## src/rtl/bellek_hakemi_if.sv

```systemverilog
// bellek_hakemi_if
// Groups the signals of the memory arbiter. It carries the instruction
// request port (bb_*), the data request port (vb_*), the status outputs and
// the main-memory port (bellek_*).
//   slave  : the arbiter's view. It takes requests and memory replies, and
//            drives read data, valid pulses, status and the memory request.
//   master : the surrounding core + memory view (the mirror image).
interface bellek_hakemi_if #(
   parameter int ADRES_BIT = 32,
   parameter int VERI_BIT  = 32
);
   localparam int MASKE_BIT = VERI_BIT / 8;

   // instruction port
   logic                 bb_istek_i;
   logic [ADRES_BIT-1:0] bb_adres_i;
   logic [VERI_BIT-1:0]  bb_veri_o;
   logic                 bb_gecerli_o;
   // data port
   logic                 vb_istek_i;
   logic                 vb_yaz_i;
   logic [ADRES_BIT-1:0] vb_adres_i;
   logic [VERI_BIT-1:0]  vb_veri_i;
   logic [MASKE_BIT-1:0] vb_maske_i;
   logic [VERI_BIT-1:0]  vb_veri_o;
   logic                 vb_gecerli_o;
   // status
   logic                 hata_o;
   logic                 mesgul_o;
   // memory port
   logic                 bellek_istek_o;
   logic                 bellek_yaz_o;
   logic [ADRES_BIT-1:0] bellek_adres_o;
   logic [VERI_BIT-1:0]  bellek_veri_o;
   logic [MASKE_BIT-1:0] bellek_maske_o;
   logic [VERI_BIT-1:0]  bellek_veri_i;
   logic                 bellek_hazir_i;

   modport slave (
      input  bb_istek_i, bb_adres_i,
      input  vb_istek_i, vb_yaz_i, vb_adres_i, vb_veri_i, vb_maske_i,
      input  bellek_veri_i, bellek_hazir_i,
      output bb_veri_o, bb_gecerli_o, vb_veri_o, vb_gecerli_o,
      output hata_o, mesgul_o,
      output bellek_istek_o, bellek_yaz_o, bellek_adres_o, bellek_veri_o,
      output bellek_maske_o
   );

   modport master (
      output bb_istek_i, bb_adres_i,
      output vb_istek_i, vb_yaz_i, vb_adres_i, vb_veri_i, vb_maske_i,
      output bellek_veri_i, bellek_hazir_i,
      input  bb_veri_o, bb_gecerli_o, vb_veri_o, vb_gecerli_o,
      input  hata_o, mesgul_o,
      input  bellek_istek_o, bellek_yaz_o, bellek_adres_o, bellek_veri_o,
      input  bellek_maske_o
   );
endinterface

```

## src/rtl/bellek_hakemi.sv

```systemverilog
// bellek_hakemi
// Two-way round-robin arbiter. The instruction-fetch port (bb) and the
// load/store port (vb) share the single main-memory port. Only one
// transaction is outstanding at a time. The request is presented to memory
// from registers. Completion is reported with a one-cycle valid pulse on the
// owner's port. A transaction that memory never acknowledges is aborted after
// ZAMAN_ASIMI request cycles and is flagged with hata_o.
// Ports:
//   clk_i, rst_i : clock and asynchronous active-high reset
//   bus          : bellek_hakemi_if.slave (request ports, status, memory port)
//
// state | meaning
// ------+---------------------------------------------------------------
// BOSTA | idle; arbitrates pending requests, memory reply ignored
// ISTEK | bellek_istek_o high; waits for bellek_hazir_i or the timeout
// YANIT | one-cycle gecerli/hata pulse to the owner, then back to BOSTA
module bellek_hakemi #(
   parameter int ADRES_BIT   = 32,
   parameter int VERI_BIT    = 32,
   parameter int ZAMAN_ASIMI = 255
) (
   input logic            clk_i,
   input logic            rst_i,
   bellek_hakemi_if.slave bus
);
   localparam int MASKE_BIT = VERI_BIT / 8;
   localparam int SAYAC_BIT = (ZAMAN_ASIMI < 2) ? 1 : $clog2(ZAMAN_ASIMI + 1);
   localparam logic [SAYAC_BIT-1:0] SAYAC_SON = SAYAC_BIT'(ZAMAN_ASIMI - 1);

   typedef enum logic [1:0] {
      BOSTA = 2'd0,
      ISTEK = 2'd1,
      YANIT = 2'd2
   } durum_t;

   durum_t               durum_q, durum_d;
   logic                 son_veri_q, son_veri_d;     // 1: last grant went to data
   logic                 sahip_veri_q, sahip_veri_d; // owner of the active transaction
   logic [SAYAC_BIT-1:0] sayac_q, sayac_d;
   logic                 bellek_istek_q, bellek_istek_d;
   logic                 bellek_yaz_q, bellek_yaz_d;
   logic [ADRES_BIT-1:0] bellek_adres_q, bellek_adres_d;
   logic [VERI_BIT-1:0]  bellek_veri_q, bellek_veri_d;
   logic [MASKE_BIT-1:0] bellek_maske_q, bellek_maske_d;
   logic [VERI_BIT-1:0]  bb_veri_q, bb_veri_d;
   logic [VERI_BIT-1:0]  vb_veri_q, vb_veri_d;
   logic                 bb_gecerli_q, bb_gecerli_d;
   logic                 vb_gecerli_q, vb_gecerli_d;
   logic                 hata_q, hata_d;
   logic                 mesgul_q, mesgul_d;

   logic                 vb_kazan;
   logic                 istek_var;
   logic                 zaman_doldu;

   // Data wins when it asks alone, or on a tie when instruction had the last grant.
   assign vb_kazan    = bus.vb_istek_i & (~bus.bb_istek_i | ~son_veri_q);
   assign istek_var   = bus.bb_istek_i | bus.vb_istek_i;
   assign zaman_doldu = (sayac_q == SAYAC_SON);

   // state register
   always_ff @(posedge clk_i or posedge rst_i) begin
      if (rst_i) begin
         durum_q        <= BOSTA;
         son_veri_q     <= 1'b0;
         sahip_veri_q   <= 1'b0;
         sayac_q        <= '0;
         bellek_istek_q <= 1'b0;
         bellek_yaz_q   <= 1'b0;
         bellek_adres_q <= '0;
         bellek_veri_q  <= '0;
         bellek_maske_q <= '0;
         bb_veri_q      <= '0;
         vb_veri_q      <= '0;
         bb_gecerli_q   <= 1'b0;
         vb_gecerli_q   <= 1'b0;
         hata_q         <= 1'b0;
         mesgul_q       <= 1'b0;
      end else begin
         durum_q        <= durum_d;
         son_veri_q     <= son_veri_d;
         sahip_veri_q   <= sahip_veri_d;
         sayac_q        <= sayac_d;
         bellek_istek_q <= bellek_istek_d;
         bellek_yaz_q   <= bellek_yaz_d;
         bellek_adres_q <= bellek_adres_d;
         bellek_veri_q  <= bellek_veri_d;
         bellek_maske_q <= bellek_maske_d;
         bb_veri_q      <= bb_veri_d;
         vb_veri_q      <= vb_veri_d;
         bb_gecerli_q   <= bb_gecerli_d;
         vb_gecerli_q   <= vb_gecerli_d;
         hata_q         <= hata_d;
         mesgul_q       <= mesgul_d;
      end
   end

   // next-state logic
   always_comb begin
      durum_d = durum_q;
      case (durum_q)
         BOSTA:   if (istek_var) durum_d = ISTEK;
         ISTEK:   if (bus.bellek_hazir_i || zaman_doldu) durum_d = YANIT;
         YANIT:   durum_d = BOSTA;
         default: durum_d = BOSTA;
      endcase
   end

   // output / datapath logic
   always_comb begin
      son_veri_d     = son_veri_q;
      sahip_veri_d   = sahip_veri_q;
      sayac_d        = sayac_q;
      bellek_istek_d = bellek_istek_q;
      bellek_yaz_d   = bellek_yaz_q;
      bellek_adres_d = bellek_adres_q;
      bellek_veri_d  = bellek_veri_q;
      bellek_maske_d = bellek_maske_q;
      bb_veri_d      = bb_veri_q;
      vb_veri_d      = vb_veri_q;
      bb_gecerli_d   = 1'b0;
      vb_gecerli_d   = 1'b0;
      hata_d         = 1'b0;

      case (durum_q)
         BOSTA: begin
            if (istek_var) begin
               son_veri_d     = vb_kazan;
               sahip_veri_d   = vb_kazan;
               sayac_d        = '0;
               bellek_istek_d = 1'b1;
               if (vb_kazan) begin
                  bellek_yaz_d   = bus.vb_yaz_i;
                  bellek_adres_d = bus.vb_adres_i;
                  bellek_veri_d  = bus.vb_veri_i;
                  bellek_maske_d = bus.vb_maske_i;
               end else begin
                  // instruction fetch is always a plain read
                  bellek_yaz_d   = 1'b0;
                  bellek_adres_d = bus.bb_adres_i;
                  bellek_veri_d  = '0;
                  bellek_maske_d = '0;
               end
            end
         end
         ISTEK: begin
            if (bus.bellek_hazir_i) begin
               // a reply on the limit cycle still counts as a normal completion
               bellek_istek_d = 1'b0;
               if (sahip_veri_q) begin
                  if (!bellek_yaz_q) vb_veri_d = bus.bellek_veri_i;
                  vb_gecerli_d = 1'b1;
               end else begin
                  bb_veri_d    = bus.bellek_veri_i;
                  bb_gecerli_d = 1'b1;
               end
            end else if (zaman_doldu) begin
               bellek_istek_d = 1'b0;
               hata_d         = 1'b1;
               if (sahip_veri_q) vb_gecerli_d = 1'b1;
               else              bb_gecerli_d = 1'b1;
            end else begin
               sayac_d = sayac_q + SAYAC_BIT'(1);
            end
         end
         default: ;
      endcase
   end

   assign mesgul_d = (durum_d != BOSTA);

   assign bus.bellek_istek_o = bellek_istek_q;
   assign bus.bellek_yaz_o   = bellek_yaz_q;
   assign bus.bellek_adres_o = bellek_adres_q;
   assign bus.bellek_veri_o  = bellek_veri_q;
   assign bus.bellek_maske_o = bellek_maske_q;
   assign bus.bb_veri_o      = bb_veri_q;
   assign bus.vb_veri_o      = vb_veri_q;
   assign bus.bb_gecerli_o   = bb_gecerli_q;
   assign bus.vb_gecerli_o   = vb_gecerli_q;
   assign bus.hata_o         = hata_q;
   assign bus.mesgul_o       = mesgul_q;
endmodule

```

## src/flat_wrapper.sv

```systemverilog
// flat-port wrapper written by rule: the top's interface ports become plain ports
module bellek_hakemi_flat 
#(
   parameter int ADRES_BIT   = 32,
   parameter int VERI_BIT    = 32,
   parameter int ZAMAN_ASIMI = 255
)
  (clk_i, rst_i, bus_bb_istek_i, bus_bb_adres_i, bus_vb_istek_i, bus_vb_yaz_i, bus_vb_adres_i, bus_vb_veri_i, bus_vb_maske_i, bus_bellek_veri_i, bus_bellek_hazir_i, bus_bb_veri_o, bus_bb_gecerli_o, bus_vb_veri_o, bus_vb_gecerli_o, bus_hata_o, bus_mesgul_o, bus_bellek_istek_o, bus_bellek_yaz_o, bus_bellek_adres_o, bus_bellek_veri_o, bus_bellek_maske_o);
  bellek_hakemi_if #(.ADRES_BIT(ADRES_BIT), .VERI_BIT(VERI_BIT)) bus_i ();
  input logic clk_i;
  input logic rst_i;
  input wire logic [$bits(bus_i.bb_istek_i)-1:0] bus_bb_istek_i;
  input wire logic [$bits(bus_i.bb_adres_i)-1:0] bus_bb_adres_i;
  input wire logic [$bits(bus_i.vb_istek_i)-1:0] bus_vb_istek_i;
  input wire logic [$bits(bus_i.vb_yaz_i)-1:0] bus_vb_yaz_i;
  input wire logic [$bits(bus_i.vb_adres_i)-1:0] bus_vb_adres_i;
  input wire logic [$bits(bus_i.vb_veri_i)-1:0] bus_vb_veri_i;
  input wire logic [$bits(bus_i.vb_maske_i)-1:0] bus_vb_maske_i;
  input wire logic [$bits(bus_i.bellek_veri_i)-1:0] bus_bellek_veri_i;
  input wire logic [$bits(bus_i.bellek_hazir_i)-1:0] bus_bellek_hazir_i;
  output wire logic [$bits(bus_i.bb_veri_o)-1:0] bus_bb_veri_o;
  output wire logic [$bits(bus_i.bb_gecerli_o)-1:0] bus_bb_gecerli_o;
  output wire logic [$bits(bus_i.vb_veri_o)-1:0] bus_vb_veri_o;
  output wire logic [$bits(bus_i.vb_gecerli_o)-1:0] bus_vb_gecerli_o;
  output wire logic [$bits(bus_i.hata_o)-1:0] bus_hata_o;
  output wire logic [$bits(bus_i.mesgul_o)-1:0] bus_mesgul_o;
  output wire logic [$bits(bus_i.bellek_istek_o)-1:0] bus_bellek_istek_o;
  output wire logic [$bits(bus_i.bellek_yaz_o)-1:0] bus_bellek_yaz_o;
  output wire logic [$bits(bus_i.bellek_adres_o)-1:0] bus_bellek_adres_o;
  output wire logic [$bits(bus_i.bellek_veri_o)-1:0] bus_bellek_veri_o;
  output wire logic [$bits(bus_i.bellek_maske_o)-1:0] bus_bellek_maske_o;
  assign bus_i.bb_istek_i = bus_bb_istek_i;
  assign bus_i.bb_adres_i = bus_bb_adres_i;
  assign bus_i.vb_istek_i = bus_vb_istek_i;
  assign bus_i.vb_yaz_i = bus_vb_yaz_i;
  assign bus_i.vb_adres_i = bus_vb_adres_i;
  assign bus_i.vb_veri_i = bus_vb_veri_i;
  assign bus_i.vb_maske_i = bus_vb_maske_i;
  assign bus_i.bellek_veri_i = bus_bellek_veri_i;
  assign bus_i.bellek_hazir_i = bus_bellek_hazir_i;
  assign bus_bb_veri_o = bus_i.bb_veri_o;
  assign bus_bb_gecerli_o = bus_i.bb_gecerli_o;
  assign bus_vb_veri_o = bus_i.vb_veri_o;
  assign bus_vb_gecerli_o = bus_i.vb_gecerli_o;
  assign bus_hata_o = bus_i.hata_o;
  assign bus_mesgul_o = bus_i.mesgul_o;
  assign bus_bellek_istek_o = bus_i.bellek_istek_o;
  assign bus_bellek_yaz_o = bus_i.bellek_yaz_o;
  assign bus_bellek_adres_o = bus_i.bellek_adres_o;
  assign bus_bellek_veri_o = bus_i.bellek_veri_o;
  assign bus_bellek_maske_o = bus_i.bellek_maske_o;
  bellek_hakemi #(.ADRES_BIT(ADRES_BIT), .VERI_BIT(VERI_BIT), .ZAMAN_ASIMI(ZAMAN_ASIMI)) u_core (.clk_i(clk_i), .rst_i(rst_i), .bus(bus_i));
endmodule
```

## config.mk

```make
export PLATFORM = sky130hd
export DESIGN_NAME = bellek_hakemi_flat
export DESIGN_NICKNAME = d
export VERILOG_FILES = /design/src/rtl/bellek_hakemi_if.sv /design/src/rtl/bellek_hakemi.sv /design/src/flat_wrapper.sv
export SDC_FILE = /design/constraint.sdc
export NUM_CORES = 1
export LEC_CHECK = 0
export CAP_MARGIN = 30
export CORE_UTILIZATION = 41
export CTS_CLUSTER_DIAMETER = 60
export DETAILED_ROUTE_END_ITERATION = 6
export PLACE_DENSITY = 0.82
export SLEW_MARGIN = 20
export SYNTH_ARGS = -nofsm -noshare
export SYNTH_HDL_FRONTEND = slang
export SYNTH_SLANG_ARGS = --single-unit
```

## constraint.sdc

```tcl
create_clock -name clk_i -period 5.3 [get_ports clk_i]
set_input_delay 0.795 -clock clk_i [delete_from_list [all_inputs] [get_ports clk_i]]
set_output_delay 0.795 -clock clk_i [all_outputs]
set_load 0.01 [all_outputs]
```

==> run_results.csv, run 1 <==
group,metric,value,unit
outcome,outcome,"completed",
layout,multi_input_comb_area,2010,sq um
critical_path,critical_path_class,"in2reg",
clock_network,ctsHoldBuffers,0,
die,core_area,13900,sq um
detailed_routing,drt_pass1_iterations,4,
critical_path,critPathLaunchType,"primary input",
critical_path,worstPathMaxFanout,33,
detailed_routing,drt-wirelength-per-cell,16.4,microns
placement,globalplace.congestion,0.825,
synthesis,nets_in_the_synthesized_netlist,567,
synthesis,syn_area,5870,sq um
global_route,grt_usage,20.6,%
synthesis,synth_seq_area_share,63.5,%
pwr,power.ir.vdd_worst,0.000277,V
synthesis,synthesized_area_fraction_occupied_by_ao_oa_aoi_and_oai_cells,10.4,%
timing,minimum_period_implied_by_the_final_worst_setup_slack,2770,ps
min_path,min-delay-path-class,"reg2reg",
synthesis,synth_top_cell_area_share,63.5,%
timing,slew_at_the_pin_with_the_worst_max_slew_slack,824,ps
synthesis,synth.cells.most_frequent,"sky130_fd_sc_hd__dfrtp_1, sky130_fd_sc_hd__mux2_2, sky130_fd_sc_hd__a22o_1, sky130_fd_sc_hd__nand2_1, sky130_fd_sc_hd__o21ai_0",
clock_network,ctsLongestPathBuffers,2,
clock_network,clock_sink_count,149,
layout,drive_above_1_share,12.3,%
clock_network,insertion_delay,410,ps
synthesis,synthXorXnorAreaFrac,0,%
global_route,antenna_violations_before_repair,0,
critical_path,worstReg2RegStart,"u_core.sahip_veri_q",
critical_path,timing.reg2reg.setup_slack,2910,ps
detailed_routing,routed_wl,14700,microns
synthesis,ys.warnings.count,0,
pwr,pwr_density_cell,581,nW/um^2
global_route,grt_first_pass_wirelength,23100,microns
synthesis,netlist.top_cell.by_area,"sky130_fd_sc_hd__dfrtp_1",
timing,timing.max_slew.rel_slack,45.0,%
clock_network,cts_tree,"built",
layout,layout_nets,843,
critical_path,required,5650,ps
global_route,congestion_overflow_gr,0,
timing,setup_viol_count_final,0,
layout,num-fill-cells,1017,
synthesis,combinational_family_with_the_most_area_after_synthesis,"multiplexers",
synthesis,post-synth-top-count-cell,"sky130_fd_sc_hd__dfrtp_1",
critical_path,timing.critical_path.arrival,3120,ps
synthesis,syn_area_per_cell,13.8,sq um
detailed_routing,detail-route-antenna-nets,0,
synthesis,synthCells,427,
synthesis,synth.top_cells.by_area,"sky130_fd_sc_hd__dfrtp_1, sky130_fd_sc_hd__mux2_2, sky130_fd_sc_hd__mux2i_1",
layout,syn_to_final_growth,60.1,%
timing,hold_viol,0,
critical_path,endpoint_kind,"flip-flop",
detailed_routing,drtIter0Drc,142,
clock_network,htree_num_levels,4,
detailed_routing,num_vias,4455,
clock_network,post_cts_buffers,0,
min_path,hold_path_startpoint,"u_core.bus.bellek_adres_o[30]",
synthesis,ys_types,39,
pwr,total_leakage_power,4.05,nW
global_route,grt_start_max_net_pins,112,
synthesis,dominantRegCellSynth,"sky130_fd_sc_hd__dfrtp_1",
die,fp.dieW,122,microns
synthesis,synthSimpleGateAreaFrac,5.03,%
timing,ratio_of_final_minimum_period_to_clock_period,52.3,%
timing,worst_case_hold_slack,479,ps
clock_network,number_of_gates_given_a_new_drive_strength_after_cts,0,
critical_path,worstRegToRegCells,5,
synthesis,synth_seq_cells,149,
clock_network,cts_inserted_buffers,17,
synthesis,synth_edf_count,0,
timing,final_max_slew_viol_count,0,
placement,dp.final_hpwl,10700,microns
detailed_routing,drt-vias-per-instance,4.97,
synthesis,yosys.area_share.adder,0.426,%
timing,fin_setup_tns,0,ps
die,floorplan.io_pins,276,
job,drv.max_cap_violation_count,0,
critical_path,r2r-end,"u_core.bus.bellek_veri_o[21]",
placement,io_buffer_count,275,
die,placementRows,43,
die,die-height,122,microns
clock_network,cts.clk_slew.worst_paths,60,ps
die,starting_density_of_the_core,42.2,%
min_path,hold_depth,2,
layout,final-seq-area,3730,sq um
synthesis,synth-async-reset-ratio,100,%
min_path,hold_path_end,"u_core.bus.bellek_adres_o[30]",
timing,fin_worst_skew,8.24,ps
timing,rsz_0062_raised_after_global_routing,"no",
die,die_area,14800,sq um
detailed_routing,detail_route.drc_violations,0,
timing,fmaxAchievable,361,MHz
clock_network,ctsRootBufferMaster,"sky130_fd_sc_hd__clkbuf_16",
layout,diodes,0,
global_route,grt_pass1_vias,4549,
synthesis,post_synth_mux_area_share,17.9,%
-- kinds of logic after synthesis --
group,Yosys count
AOI/OAI and AO/OA,87
adders and majority gates,2
buffers and inverters,32
DFF,149
muxes,97
and+or+nand+nor,60
-- worst max-delay path by stage --
stage,start,end,cells past startpoint
finish,bus_vb_istek_i,u_core.bus.bellek_veri_o[21],6
floorplan,rst_i,u_core.bus.bb_gecerli_o,1
global route,bus_vb_istek_i,u_core.bus.bellek_veri_o[21],6
global placement,bus_vb_istek_i,u_core.bus.bellek_maske_o[3],5
detailed placement,bus_vb_istek_i,u_core.bus.bellek_veri_o[21],6
CTS,bus_vb_istek_i,u_core.bus.bellek_veri_o[14],6
-- report_power, final --
group          switching (W)  leakage (nW)  internal [W]  total, W
Combinational       0.000945          1.92       0.00139   0.00234
Sequential          0.000314          1.86       0.00168   0.00199
Clock               0.000456         0.271      0.000683   0.00114
Total                0.00171          4.05       0.00375   0.00547
-- layout make-up --
class,instances,share of cell area [%]
timing repair buffer,283,30.2
tap,180,2.39
inverter,6,0.293
clock inverter,11,1.08
clock buffer,21,5.00
sequential,149,39.6
multi-input combinational,246,21.4
-- state kept, by name, indices dropped and copies added (netlist names), 2 cells and up --
name                       count
u_core.bus.bellek_adres_o     32
u_core.bus.vb_veri_o          32
u_core.bus.bellek_veri_o      32
u_core.bus.bb_veri_o          32
u_core.durum_q                 2
u_core.sayac_q                 8
u_core.bus.bellek_maske_o      4
-- per-stage QoR --
stage / total power (W) / setup slack [ps] / cell area, sq um / utilization, % / cells
detailed placement: 0.00434 / 2110 / 8790 / 63.1 / 862
floorplan: 0.00296 / 497 / 5870 / - / 427
CTS: 0.00551 / 2530 / 9370 / 67.2 / 894
global placement: 0.00425 / 2080 / 8780 / 63.0 / 861
global route: 0.00579 / 2410 / 9410 / 67.5 / 896
finish: 0.00547 / 2530 / 9410 / 67.5 / 896
-- cells in the final DEF, fill, tap and decap left out, drive strengths merged --
cell and count:
a21boi 2, a21o 1, a21oi 1, a22o 37, a2bb2oi 1, a31oi 1, and2 2, and2b 1
and4 1, buf 8, bufinv 1, clkbuf 21, clkdlybuf4s50 275, clkinv 5, clkinvlp 4, dfrtp 149
ha 2, inv 7, mux2 64, mux2i 33, nand2 38, nand3 8, nand4 1, nor2 4
nor2b 3, nor3b 2, o211ai 1, o21a 1, o21ai 37, o311ai 2, o31a 1, o31ai 2
-- per-layer routing --
metal  vias to the layer above  global-route usage [%]  routed length, microns
met2                       185                    35.7                    7450
li1                       2086                       -                       -
met1                      2158                    24.4                    6070
met5                         -                       0                       0
met3                        26                    5.71                     895
met4                         0                    7.18                     297
-- worst max-delay path, cell delays in order --
cell and delay (ps):
sky130_fd_sc_hd__clkdlybuf4s50_1 520, sky130_fd_sc_hd__a21boi_4 180, sky130_fd_sc_hd__buf_4 450, sky130_fd_sc_hd__and2b_1 750, sky130_fd_sc_hd__buf_6 260, sky130_fd_sc_hd__a22o_1 160
Note: power is estimated with default switching activity, not from simulation.
==> inputs of run 2 (changes only) <==
--- a/config.mk
+++ b/config.mk
@@ -6,10 +6,10 @@
 export NUM_CORES = 1
 export LEC_CHECK = 0
 export CAP_MARGIN = 30
-export CORE_UTILIZATION = 41
+export CORE_UTILIZATION = 37
 export CTS_CLUSTER_DIAMETER = 60
 export DETAILED_ROUTE_END_ITERATION = 6
-export PLACE_DENSITY = 0.82
+export PLACE_DENSITY = 0.78
 export SLEW_MARGIN = 20
 export SYNTH_ARGS = -nofsm -noshare
 export SYNTH_HDL_FRONTEND = slang
==> constraint.sdc (replaced) <==
create_clock -name clk_i -period 2.5 [get_ports clk_i]
set_input_delay 0.375 -clock clk_i [delete_from_list [all_inputs] [get_ports clk_i]]
set_output_delay 0.375 -clock clk_i [all_outputs]
set_load 0.01 [all_outputs]
==> run 2 against run 1 <==
Die area is 11% higher. Non-clock buffer count stayed put. Count of clock-buffer cells in the layout is 1 higher. Highest routed layer unchanged. Sequential share of layout area is 0.21 points lower. Wire length is 3.1% higher.
==> run_results.csv, run 2 (synthesized netlist as in run 1, its figures left out) <==
group,metric,value,unit
pwr,net-switching-power,0.00361,W
global_route,grt_first_pass_wirelength,23800,microns
clock_network,post_cts_buffers,0,
detailed_routing,detail-route-antenna-nets,0,
die,placementRows,45,
pwr,pwr_density_cell,1220,nW/um^2
timing,hold_viol,0,
critical_path,critical_path_class,"reg2out",
die,starting_density_of_the_core,38.2,%
layout,mostFrequentLayoutCells,"sky130_fd_sc_hd__clkdlybuf4s50_1, sky130_fd_sc_hd__dfrtp_1, sky130_fd_sc_hd__mux2_2",
detailed_routing,drt-wirelength-per-cell,16.4,microns
timing,fin_worst_skew,6.06,ps
die,floorplan.io_pins,276,
clock_network,htree_num_levels,4,
timing,final_max_slew_viol_count,0,
layout,layout_nets,843,
timing,fin_setup_tns,0,ps
placement,io_buffer_count,275,
outcome,outcome,"completed",
die,core_area,15400,sq um
detailed_routing,routed_wl,15200,microns
detailed_routing,drt_pass1_iterations,4,
timing,ratio_of_final_minimum_period_to_clock_period,72.3,%
min_path,min-delay-path-class,"in2async",
pwr,power.ir.vdd_worst,0.000571,V
detailed_routing,num_vias,4457,
pwr,clock_power_share,20.6,%
pwr,power.share.sequential,36.3,%
detailed_routing,drt-vias-per-instance,4.82,
timing,setup_viol_count_final,0,
layout,diodes,0,
clock_network,number_of_gates_given_a_new_drive_strength_after_cts,0,
clock_network,cts.clk_slew.worst_paths,60,ps
clock_network,cts_tree,"built",
critical_path,cp.buffers_inverters,1,
layout,finalNonFillerCells,925,
critical_path,critical_path.top_delay_family,"buffers and inverters",
critical_path,required,2120,ps
layout,syn_to_final_growth,61.0,%
pwr,power.share.switching,31.2,%
critical_path,endpoint_kind,"primary output",
critical_path,timing.critical_path.arrival,1430,ps
critical_path,worstSetupPathDepth,1,
die,fp.dieW,128,microns
layout,drive_above_1_share,11.9,%
die,die_area,16400,sq um
critical_path,critical_path_slowest_stage_cell,"sky130_fd_sc_hd__clkdlybuf4s50_1",
timing,slew_at_the_pin_with_the_worst_max_slew_slack,757,ps
critical_path,worstPathMaxFanout,3,
clock_network,clock_sink_count,149,
clock_network,insertion_delay,410,ps
placement,place_inst,895,
clock_network,ctsHoldBuffers,0,
clock_network,ctsRootBufferMaster,"sky130_fd_sc_hd__clkbuf_16",
die,die-height,128,microns
global_route,grt_pass1_vias,4691,
global_route,grt_start_max_net_pins,90,
pwr,total_leakage_power,4.05,nW
timing,rsz_0062_raised_after_global_routing,"no",
detailed_routing,detail_route.drc_violations,0,
job,drv.max_cap_violation_count,0,
detailed_routing,drtIter0Drc,193,
critical_path,worstPathCellList,"clkdlybuf4s50_1",
timing,fmaxAchievable,553,MHz
placement,globalplace.congestion,0.756,
timing,minimum_period_implied_by_the_final_worst_setup_slack,1810,ps
clock_network,ctsLongestPathBuffers,2,
timing,timing.max_slew.rel_slack,49.5,%
pwr,combinationalPowerShare,43.1,%
critical_path,critPathLaunchType,"flip-flop",
clock_network,cts_inserted_buffers,17,
critical_path,cpPeakStageDelay,610,ps
global_route,congestion_overflow_gr,0,
layout,final_common_cell,"sky130_fd_sc_hd__clkdlybuf4s50_1",
global_route,antenna_violations_before_repair,0,
pwr,design_internal_power,0.00796,W
placement,dp.final_hpwl,11000,microns
critical_path,worstRegToRegCells,5,
global_route,grt_usage,18.9,%
==> run 2: cell types whose count changed in the layout (fill, tap and decap cells not counted) <==
cell	previous run	this run
sky130_fd_sc_hd__buf_12	2	5
sky130_fd_sc_hd__buf_4	5	3
sky130_fd_sc_hd__buf_6	1	0
sky130_fd_sc_hd__clkbuf_1	1	2
sky130_fd_sc_hd__clkinv_4	2	0
sky130_fd_sc_hd__inv_6	2	1
==> run 2: layout make-up <==
class | instances | area (sq um)
Fill cell | 1208 | 5920
Sequential cell | 149 | 3730
Timing Repair Buffer | 283 | 2880
Multi-Input combinational cell | 246 | 2010
Clock buffer | 22 | 474
Tap cell | 211 | 264
Clock inverter | 8 | 76.3
Inverter | 6 | 26.3
==> run 2: path summary, 6_finish.rpt <==
check	start	to	slack (ps)
max in group asynchronous	rst_i	u_core.bus.bellek_adres_o[6]	1400
min reg2reg	u_core.bus.bellek_adres_o[27]	u_core.bus.bellek_adres_o[27]	480
max reg2reg	u_core.durum_q[1]	u_core.bus.vb_veri_o[2]	820
min in group clk_i	u_core.bus.bellek_adres_o[27]	u_core.bus.bellek_adres_o[27]	480
min	rst_i	u_core.bus.bb_veri_o[16]	440
max	u_core.bus.bellek_yaz_o	bus_bellek_yaz_o	690
==> run 2: routing by layer <==
layer  track usage (%)  wire [microns]
met4              8.37             306
met2              32.8            7770
met1              21.9            6080
met5                 0               0
met3              5.26            1010
==> run 2: power groups by stage <==
stage          clock network [W]  registers, W  logic (W)
2_1_floorplan                  0       0.00468    0.00159
3_3_place_gp                   0       0.00417    0.00491
3_5_place_dp                   0       0.00424    0.00504
4_1_cts                  0.00244       0.00422    0.00505
5_1_grt                  0.00253       0.00437    0.00534
6_report                 0.00238       0.00421    0.00499
==> run 2: metrics by stage <==
stage          hold WS (ps)  power [W]  utilization, %  setup WS (ps)  area (sq um)
6_report                440     0.0116            61.5            692          9460
5_1_grt                 497     0.0122            61.5            631          9460
4_1_cts                 463     0.0117            61.5            657          9460
3_5_place_dp            468    0.00928            57.9            504          8900
3_3_place_gp            461    0.00908            57.9            521          8900
2_1_floorplan           446    0.00627               -            250          5880
